$ cat config.mk
export PLATFORM = sky130hd
export DESIGN_NAME = mk14_bus_arbiter
export DESIGN_NICKNAME = d
export VERILOG_FILES = /design/src/rtl/mk14_bus_arbiter.sv
export SDC_FILE = /design/constraint.sdc
export NUM_CORES = 1
export LEC_CHECK = 0
export CORE_MARGIN = 2
export CORE_UTILIZATION = 44
export CTS_CLUSTER_SIZE = 24
export DETAILED_ROUTE_END_ITERATION = 16
export PLACE_DENSITY = 0.91
export SLEW_MARGIN = 30
export SYNTH_ARGS = -nofsm -noshare
export SYNTH_HDL_FRONTEND = slang
export SYNTH_SLANG_ARGS = --single-unit
$ cat constraint.sdc
create_clock -name clk -period 2.8 [get_ports clk]
set_input_delay 0.42 -clock clk [delete_from_list [all_inputs] [get_ports clk]]
set_output_delay 0.42 -clock clk [all_outputs]
set_load 0.02 [all_outputs]
$ cat src/rtl/mk14_bus_arbiter.sv
`default_nettype none
// ============================================================================
// mk14_bus_arbiter : shares the MMU core-side port between the SC/MP core,
//                    the Intel-HEX loader and a debug read/write port.
// Revision: 1.0
// ============================================================================
module mk14_bus_arbiter #(
    parameter int ADDR_W       = 16,
    parameter int DATA_W       = 8,
    parameter int READ_LATENCY = 1,
    parameter int DRAIN_CYCLES = 2
) (
    input  logic              clk,
    input  logic              rst,
    input  logic              core_run_req,
    output logic              core_en,
    input  logic [ADDR_W-1:0] core_addr,
    input  logic              core_write_en,
    input  logic [DATA_W-1:0] core_write_data,
    input  logic              ldr_valid,
    input  logic [ADDR_W-1:0] ldr_addr,
    input  logic [DATA_W-1:0] ldr_data,
    output logic              ldr_ready,
    input  logic              dbg_req,
    input  logic              dbg_we,
    input  logic [ADDR_W-1:0] dbg_addr,
    input  logic [DATA_W-1:0] dbg_wdata,
    output logic              dbg_ack,
    output logic [DATA_W-1:0] dbg_rdata,
    output logic [ADDR_W-1:0] mem_addr,
    output logic              mem_write_en,
    output logic [DATA_W-1:0] mem_write_data,
    input  logic [DATA_W-1:0] mem_read_data,
    output logic              busy
);

    typedef enum logic [2:0] {
        s_CORE   = 3'd0,
        s_DRAIN  = 3'd1,
        s_GRANT  = 3'd2,
        s_LDR_WR = 3'd3,
        s_DBG_WR = 3'd4,
        s_DBG_RD = 3'd5,
        s_ACK    = 3'd6
    } state_t;

    localparam logic [2:0] c_DRAIN_INIT = 3'(DRAIN_CYCLES - 1);
    localparam logic [2:0] c_RD_INIT    = 3'(READ_LATENCY);

    state_t            r_state;
    state_t            w_state_nxt;
    logic [2:0]        r_cnt;
    logic [2:0]        w_cnt_nxt;
    logic              r_core_en;
    logic              r_ldr_full;
    logic [ADDR_W-1:0] r_ldr_addr;
    logic [DATA_W-1:0] r_ldr_data;
    logic              r_dbg_ack;
    logic [DATA_W-1:0] r_dbg_rdata;

    logic              w_ldr_cap;
    logic              w_pending;
    logic              w_rd_done;

    assign w_ldr_cap = ldr_valid && !r_ldr_full;
    assign w_pending = r_ldr_full || dbg_req;
    assign w_rd_done = (r_state == s_DBG_RD) && (r_cnt == 3'd0);

    assign core_en   = r_core_en;
    assign ldr_ready = !r_ldr_full;
    assign dbg_ack   = r_dbg_ack;
    assign dbg_rdata = r_dbg_rdata;
    assign busy      = (r_state != s_CORE);

    always_comb begin
        mem_addr       = core_addr;
        mem_write_data = core_write_data;
        mem_write_en   = 1'b0;
        case (r_state)
            s_CORE:   mem_write_en = core_write_en && r_core_en;
            // The core may still complete a cycle it started on the last enabled clock.
            s_DRAIN:  mem_write_en = core_write_en && (r_cnt == c_DRAIN_INIT);
            s_LDR_WR: begin
                mem_addr       = r_ldr_addr;
                mem_write_data = r_ldr_data;
                mem_write_en   = 1'b1;
            end
            s_DBG_WR: begin
                mem_addr       = dbg_addr;
                mem_write_data = dbg_wdata;
                mem_write_en   = 1'b1;
            end
            s_DBG_RD: mem_addr = dbg_addr;
            s_ACK:    mem_addr = dbg_addr;
            default:  mem_write_en = 1'b0;
        endcase
    end

    always_comb begin
        w_state_nxt = r_state;
        w_cnt_nxt   = r_cnt;
        case (r_state)
            s_CORE: begin
                if (w_pending) begin
                    w_state_nxt = s_DRAIN;
                    w_cnt_nxt   = c_DRAIN_INIT;
                end
            end
            s_DRAIN: begin
                if (r_cnt == 3'd0) begin
                    w_state_nxt = s_GRANT;
                end else begin
                    w_cnt_nxt = r_cnt - 3'd1;
                end
            end
            s_GRANT: begin
                // A byte arriving this cycle keeps the loader loop going without a re-drain.
                if (r_ldr_full || w_ldr_cap) begin
                    w_state_nxt = s_LDR_WR;
                end else if (dbg_req) begin
                    w_state_nxt = dbg_we ? s_DBG_WR : s_DBG_RD;
                    w_cnt_nxt   = c_RD_INIT;
                end else begin
                    w_state_nxt = s_CORE;
                end
            end
            s_LDR_WR: w_state_nxt = s_GRANT;
            s_DBG_WR: w_state_nxt = s_ACK;
            s_DBG_RD: begin
                if (r_cnt == 3'd0) begin
                    w_state_nxt = s_ACK;
                end else begin
                    w_cnt_nxt = r_cnt - 3'd1;
                end
            end
            s_ACK:    w_state_nxt = s_GRANT;
            default:  w_state_nxt = s_CORE;
        endcase
    end

    always_ff @(posedge clk) begin
        if (rst) begin
            r_state     <= s_CORE;
            r_cnt       <= 3'd0;
            r_core_en   <= 1'b0;
            r_ldr_full  <= 1'b0;
            r_ldr_addr  <= '0;
            r_ldr_data  <= '0;
            r_dbg_ack   <= 1'b0;
            r_dbg_rdata <= '0;
        end else begin
            r_state   <= w_state_nxt;
            r_cnt     <= w_cnt_nxt;
            r_core_en <= (r_state == s_CORE) && !w_pending && core_run_req;
            r_dbg_ack <= (r_state == s_DBG_WR) || w_rd_done;
            if (w_rd_done) begin
                r_dbg_rdata <= mem_read_data;
            end
            if (w_ldr_cap) begin
                r_ldr_full <= 1'b1;
                r_ldr_addr <= ldr_addr;
                r_ldr_data <= ldr_data;
            end else if (r_state == s_LDR_WR) begin
                r_ldr_full <= 1'b0;
            end
        end
    end

endmodule
`default_nettype wire

==> flow_metrics.tcl, run 1 <==
set metrics [dict create \
    run_status "finished clean" \
    area_growth_syn_to_layout_pct 56.6 \
    relSlewSlack_pct 44.1 \
    rsz0062_at_grt "false" \
    syn-num-nets 430 \
    grt_max_degree 43 \
    worst-setup-path-type "reg2out" \
    clkTransAtPathRegs_ps 80 \
    fmax_mhz 377 \
    dieArea_sq_um 6200 \
    die_x_um 78.7 \
    switching_share_pct 28.7 \
    drtIter0Drc 144 \
    grt_pass1_wl_um 11900 \
    required_ps 2380 \
    finalCriticalPeriod_ps 2650 \
    ir_drop_mv 0.368 \
    diodes 0 \
    start_kind "flip-flop" \
    wire_per_inst_um 14.5 \
    p_int_uw 1280 \
    rr_startpoint "r_cnt[0]" \
    cts-root-buf "clkbuf_8" \
    row_count 27 \
    ys_types 40 \
    num_io_pins 124 \
    initial_utilization_pct 45.2 \
    pwr-share-clk_pct 30.9 \
    hold_class "reg2reg" \
    seqPwrFrac_pct 36.0 \
    tightest_slew_ps 836 \
    power_switching_uw 515 \
    power_frac_comb_pct 33.2 \
    arrival_ps 2230 \
    postCtsSetupBuffers 0 \
    drive_gt1_share_pct 6.94 \
    layout_worst_path_cycle_share_pct 94.8 \
    power.density_nw_per_um2 467 \
    synthFlopType "dfxtp_1" \
    cp-startpoint "r_state[1]" \
    syn-cell-area_sq_um 2460 \
    grt_pass1_vias 2553 \
    synth_edf_count 0 \
    core-area_sq_um 5440 \
    finClkSkew_ps 7.34 \
    hpwl_um 5610 \
    leakage_uw 0.00150 \
    first_pass_iters 4 \
    antenna_found_initial 0 \
    syn_inst 340 \
    gr-usage-all-layers_pct 23.9 \
    hold_violations 0 \
    finalSetupTns_ps 0 \
    seq_area_frac_synth_pct 33.4 \
    numCtsBuffers 5 \
    avgSynthCellArea_sq_um 7.23 \
    layout_setup_ws_ps 146 \
    whs_ps 451 \
    gp_congestion 0.844 \
    async_reset_ff_share_pct 0 \
    vias 2818 \
    remaining_drc_errors 0 \
    cts_sinks 41 \
    cts_buffer_depth 2 \
    ys_ff_latch 41 \
    finalNetCount 536 \
    die_h_um 78.7 \
    dp_slack_ps 342 \
    cts_max_level 2 \
    clock_latency_ps 290 \
    power_uw 1800 \
    endpoint_kind "output port" \
    grt_remaining_overflow 0 \
    io_buffers 123 \
    setup_violations 0 \
    cts_tree "done" \
    ant_nets 0 \
    viasPerCell 5.43 \
    ys_warn_count 0 \
    worstPathMaxFanout 9 \
    worstHoldStart "r_ldr_addr[13]" \
    slew_violations 0 \
    max_cap_violations 0 \
    drt_wl_total_um 7510 \
]
[final cells by class]
type                            count  area (sq um)
Timing Repair Buffer              134          1340
Tap cell                           72          90.1
Inverter                            6          26.3
Multi-Input combinational cell    258          1440
Fill cell                         427          1590
Clock inverter                      3          65.1
Clock buffer                        5          68.8
Sequential cell                    41           823
[sequential cells by signal, indices dropped and copies added, names as in the netlist]
name,count
r_ldr_data,8
r_cnt,3
core_en,1
r_state,3
dbg_ack,1
r_ldr_addr,16
dbg_rdata,8
r_ldr_full,1
[metrics by stage]
step,instance area [sq um],std cells,utilization [%]
after global placement,3690,511,67.9
after CTS,3830,519,70.4
final,3850,519,70.7
after detailed placement,3690,511,67.9
after global routing,3850,519,70.7
after floorplan,2460,340,-
[path summary, 6_finish.rpt]
path / endpoint / slack, ps / depth (start not counted)
hold / removal: r_ldr_addr[13] / 450 / 2
setup reg to reg: r_cnt[1] / 990 / 6
hold reg to reg: r_ldr_addr[13] / 450 / 2
setup / recovery: mem_write_data[5] / 150 / 5
[what timing repair did]
item                                    4_1_cts  5_1_grt
gates resized for setup                       0        7
endpoints found under the setup margin        0       24
hold buffers                                  0        0
[kinds of logic (layout without fill, tap and decap cells)]
| group | count (synthesis) | in the layout | share of synthesized area [%] |
|---|---|---|---|
| simple gates | 153 | 153 | 30.3 |
| buf+inv | 41 | 148 | 8.40 |
| compound gates | 102 | 102 | 26.3 |
| fa+ha+maj | 3 | 3 | 1.53 |
| flops | 41 | 41 | 33.4 |
[cell usage in the layout, fill, tap and decap left out, types with 3 or more instances in the layout]
master | synthesis | final
dlymetal6s2s_1 | 0 | 4
a221oi_1 | 9 | 9
clkdlybuf4s50_1 | 0 | 119
ha_1 | 3 | 3
buf_4 | 3 | 10
inv_1 | 5 | 4
a211oi_1 | 17 | 17
or3_1 | 4 | 4
a21oi_1 | 35 | 35
a31oi_1 | 17 | 17
and3_1 | 16 | 16
clkbuf_8 | 0 | 5
o22ai_1 | 8 | 8
or3b_1 | 7 | 7
nand2_1 | 96 | 96
nor2_1 | 3 | 3
o21ai_0 | 9 | 9
dfxtp_1 | 41 | 39
nor3_1 | 10 | 10
[critical path, cell delays in order (launching register included)]
cell and delay [ps]:
dfxtp_1 480, buf_4 220, or2_2 230, o22ai_1 110, a221oi_1 260, clkdlybuf4s50_1 650
[Yosys cell counts, types with 2 or more instances]
master | instances | area share (%)
or3b_1 | 7 | 2.5
nand2b_1 | 2 | 0.51
a21oi_1 | 35 | 7.1
o21ai_0 | 9 | 1.8
ha_1 | 3 | 1.5
a221oi_1 | 9 | 3.2
o41ai_1 | 2 | 0.71
inv_1 | 5 | 0.76
o22ai_1 | 8 | 2.0
dfxtp_1 | 41 | 33
a31oi_1 | 17 | 4.3
a211oi_1 | 17 | 5.2
or3b_2 | 2 | 0.71
nor2_1 | 3 | 0.46
nand2_1 | 96 | 15
buf_4 | 3 | 0.92
nor3_1 | 10 | 2.0
clkbuf_1 | 14 | 2.1
buf_2 | 15 | 3.1
and3_1 | 16 | 4.1
buf_6 | 3 | 1.4
or3_1 | 4 | 1.0
nor2b_1 | 2 | 0.51
[per-layer routing]
| metal | track usage [%] | routed length, um | vias to the layer above |
|---|---|---|---|
| li1 | - | - | 1431 |
| met1 | 29.6 | 3160 | 1262 |
| met2 | 39.8 | 3670 | 104 |
| met3 | 4.77 | 439 | 21 |
| met4 | 11.6 | 244 | 0 |
| met5 | 0 | 0 | - |
[power groups by stage]
stage | logic, uW | registers (uW) | clock network (uW)
after floorplan | 339 | 645 | 0
after global placement | 579 | 656 | 0
after detailed placement | 590 | 658 | 0
after CTS | 593 | 644 | 561
after global routing | 648 | 651 | 577
final | 596 | 646 | 555
(Power assumes the default switching activity.)
==> run 2: changes to the inputs <==
Settings changed: CORE_UTILIZATION 44 to 40, PLACE_DENSITY 0.91 to 0.84.
Clock period 2.8 ns to 2.46 ns, I/O delays scaled along.
==> flow_metrics.tcl, run 2 (same netlist as run 1, synthesis figures left out) <==
set metrics [dict create \
    hold_violations 0 \
    drtIter0Drc 187 \
    rsz0062_at_grt "false" \
    vias 2852 \
    required_ps 2090 \
    worst-setup-path-type "reg2out" \
    die_h_um 82.4 \
    core-area_sq_um 5920 \
    setup_violations 0 \
    cts_max_level 2 \
    finalSetupTns_ps 0 \
    io_buffers 123 \
    final_common_cell "clkdlybuf4s50_1" \
    arrival_ps 1980 \
    drive_gt1_share_pct 7.56 \
    tightest_slew_ps 444 \
    remaining_drc_errors 0 \
    first_pass_iters 4 \
    fmax_mhz 425 \
    whs_ps 453 \
    wire_per_inst_um 15.0 \
    initial_utilization_pct 41.5 \
    antenna_found_initial 0 \
    drt_wl_total_um 7880 \
    gr-usage-all-layers_pct 23.4 \
    ir_drop_mv 0.315 \
    cts_tree "done" \
    slew_violations 0 \
    regMostFlops "r_ldr_addr" \
    fill_cells 525 \
    max_cap_violations 0 \
    hold_class "reg2reg" \
    viasPerCell 5.43 \
    gp_congestion 0.859 \
    diodes 0 \
    worstPathMaxFanout 16 \
    die_x_um 82.4 \
    grt_pass1_wl_um 12200 \
    grt_max_degree 34 \
    hpwl_um 6000 \
    layout_worst_path_cycle_share_pct 95.7 \
    dieArea_sq_um 6790 \
    grt_remaining_overflow 0 \
    ant_nets 0 \
    grt_pass1_vias 2685 \
    num_io_pins 124 \
    numCtsBuffers 5 \
    finClkSkew_ps 3.97 \
    largest_register_ffs 16 \
    cts_buffer_depth 2 \
    finalCriticalPeriod_ps 2350 \
    leakage_uw 0.00159 \
    area_growth_syn_to_layout_pct 56.8 \
    layout_common_cells "clkdlybuf4s50_1 (109), nand2_1 (96), dfxtp_1 (38)" \
    row_count 28 \
    endpoint_kind "output port" \
    start_kind "flip-flop" \
    finalNetCount 540 \
    power_uw 1850 \
    cts_hold_buf 0 \
    clkTransAtPathRegs_ps 70 \
    clock_latency_ps 280 \
    relSlewSlack_pct 70.4 \
    run_status "finished clean" \
    cts_sinks 41 \
    cts-root-buf "clkbuf_8" \
    power.density_nw_per_um2 481 \
]
[run 2: changes by cell type in the layout (fill, tap and decap cells not counted)]
| cell | delta |
|---|---|
| clkdlybuf4s50_1 | -10 |
| dlymetal6s2s_1 | +10 |
| buf_4 | +5 |
| bufinv_16 | -2 |
| dfxtp_4 | +2 |
| buf_12 | -1 |
| clkbuf_1 | +1 |
| clkbuf_8 | +1 |
| clkinv_2 | -1 |
| dfxtp_1 | -1 |
| dfxtp_2 | -1 |
[run 2: path summary, 6_finish.rpt]
| path | slack, ps | end | cells after the start | from |
|---|---|---|---|---|
| hold reg to reg | 450 | r_ldr_addr[6] | 2 | r_ldr_addr[6] |
| hold / removal | 450 | r_ldr_addr[6] | 2 | r_ldr_addr[6] |
| setup reg to reg | 610 | r_cnt[1] | 6 | r_cnt[0] |
| setup / recovery | 110 | mem_write_data[7] | 4 | r_state[0] |
[run 2: power breakdown]
group | internal (uW) | switching [uW] | total (uW)
combinational | 354 | 329 | 683
sequential | 702 | 36.6 | 738
clock | 222 | 209 | 432
total | 1280 | 574 | 1850
[run 2: cell type report]
class | instances | area [sq um] | share of cell area [%]
Tap cell | 75 | 93.8 | 2.44
Sequential cell | 41 | 830 | 21.5
Timing Repair Buffer | 138 | 1380 | 35.8
Multi-Input combinational cell | 258 | 1440 | 37.3
Clock buffer | 7 | 86.3 | 2.24
Inverter | 6 | 26.3 | 0.682
[run 2: routing by layer]
layer | vias to the layer above | routed length (um) | track usage [%]
met4 | 0 | 143 | 7.67
met2 | 86 | 4000 | 42.6
met5 | - | 0 | 0
met1 | 1316 | 3280 | 26.8
li1 | 1438 | - | -
met3 | 12 | 454 | 5.33
[run 2: per-stage QoR]
step	util [%]	std cells	instance area (sq um)	setup slack, ps
after CTS	64.4	525	3810	13.7
after global routing	65.1	525	3850	0.852
after global placement	62.7	518	3710	180
after floorplan	-	340	2460	646
after detailed placement	62.7	518	3710	106
final	65.1	525	3850	106
[run 2: worst max-delay path, cell delays in order (launching register included)]
cell	delay [ps]
dfxtp_4	440
or2_2	240
o22ai_1	110
a221oi_1	250
clkdlybuf4s50_1	660
[run 2: repair_timing]
item / in CTS / in global routing
resized for setup: 4 / 16
hold endpoints to repair: 0 / 0
setup buffers: 0 / 0
cloned: 0 / 0
endpoints found under the setup margin: 25 / 24
==> run 3: changes to the inputs <==
Settings changed: CORE_UTILIZATION 40 to 36, PLACE_DENSITY 0.84 to 0.8, SKIP_CTS_REPAIR_TIMING from default to 1.
Clock period 2.46 ns to 1.9 ns, I/O delays scaled along.
==> flow_metrics.tcl, run 3 (same netlist as run 1, synthesis figures left out) <==
set metrics [dict create \
    relSlewSlack_pct 72.5 \
    largest_register_ffs 16 \
    hold_violations 0 \
    num_io_pins 124 \
    io_buffers 123 \
    worstPathMaxFanout 5 \
    rsz0062_at_grt "true" \
    ant_nets 0 \
    wire_per_inst_um 14.7 \
    finalNetCount 549 \
    clock_latency_ps 290 \
    run_status "finished clean" \
    gr-usage-all-layers_pct 20.6 \
    core-area_sq_um 6680 \
    endpoint_kind "output port" \
    grt_remaining_overflow 0 \
    place_area_sq_um 3810 \
    cts-root-buf "clkbuf_8" \
    remaining_drc_errors 0 \
    power.density_nw_per_um2 623 \
    clkTransAtPathRegs_ps 70 \
    final_cells 540 \
    grt_max_degree 33 \
    fin_area_sq_um 3870 \
    row_count 30 \
    arrival_ps 1580 \
    vias 2853 \
    whs_ps 419 \
    viasPerCell 5.28 \
    drtIter0Drc 124 \
    regMostFlops "r_ldr_addr" \
    hpwl_um 6050 \
    initial_utilization_pct 36.8 \
    drive_gt1_share_pct 17.4 \
    diodes 0 \
    setup_violations 0 \
    placed_cells_incl_taps 532 \
    grt_pass1_wl_um 12500 \
    numCtsBuffers 5 \
    layout_worst_path_cycle_share_pct 98.1 \
    ir_drop_mv 0.475 \
    finClkSkew_ps 4.61 \
    layout_common_cells "nand2_1 (96), clkdlybuf4s50_1 (96), dfxtp_1 (38)" \
    tightest_slew_ps 412 \
    die_x_um 86.6 \
    antenna_found_initial 0 \
    required_ps 1620 \
    cts_tree "done" \
    start_kind "flip-flop" \
    area_growth_syn_to_layout_pct 57.4 \
    max_cap_violations 0 \
    gp_congestion 0.810 \
    leakage_uw 0.00158 \
    cts_buffer_depth 2 \
    drt_wl_total_um 7930 \
    first_pass_iters 4 \
    cts_sinks 41 \
    fin_util_pct 57.9 \
    die_h_um 86.6 \
    finalCriticalPeriod_ps 1860 \
    fmax_mhz 536 \
    slew_violations 0 \
    cts_max_level 2 \
    worst-setup-path-type "reg2out" \
    hold_class "in2reg" \
    dieArea_sq_um 7500 \
    grt_pass1_vias 2751 \
]
run 3: changes by cell type in the layout (fill, tap and decap cells not counted), sizes merged:
cell	previous run	this run
clkinvlp	1	0
dlymetal6s2s	14	3
buf	15	36
clkdlybuf4s50	109	96
clkbuf	7	18
clkinv	0	2
inv	5	6
run 3: path summary, 6_finish.rpt:
path              depth (start not counted)  slack (ps)                end            from
setup / recovery                          5          40  mem_write_data[5]      r_state[0]
hold reg to reg                           2         450     r_ldr_addr[11]  r_ldr_addr[11]
hold / removal                            2         420       dbg_rdata[3]             rst
setup reg to reg                          6         150           r_cnt[1]        r_cnt[0]
run 3: cell type report:
cell class	count	area (sq um)
Tap cell	80	100
Clock inverter	2	10.0
Sequential cell	41	827
Clock buffer	6	72.6
Fill cell	628	2810
Timing Repair Buffer	147	1340
Inverter	6	22.5
Multi-Input combinational cell	258	1500
run 3: report_power, final:
part	internal, uW	total (uW)	leakage [uW]	switching, uW
clock	254	534	0.0000450	279
sequential	909	944	0.000337	34.8
combinational	470	930	0.00119	460
total	1630	2410	0.00158	774
run 3: worst max-delay path: stages, from the launching register on:
cell      delay (ps)
dfxtp_4          370
buf_4            130
or3b_2           440
o21ai_1           90
a221oi_1          90
buf_2            170
run 3: per-layer routing:
metal | vias up | routed length (um) | track usage [%]
met3 | 8 | 541 | 4.95
met2 | 106 | 4010 | 37.3
met1 | 1288 | 3280 | 23.7
met4 | 0 | 96 | 6.53
met5 | - | 0 | 0
li1 | 1451 | - | -
run 3: per-stage QoR:
stage | power, uW | worst slack [ps] | TNS [ps]
after detailed placement | 1910 | -261 | -2590
after floorplan | 1450 | 170 | 0
after CTS | 2440 | -467 | -10060
after global placement | 1880 | -171 | -2000
final | 2410 | 35.2 | 0
after global routing | 2550 | -40.2 | -169
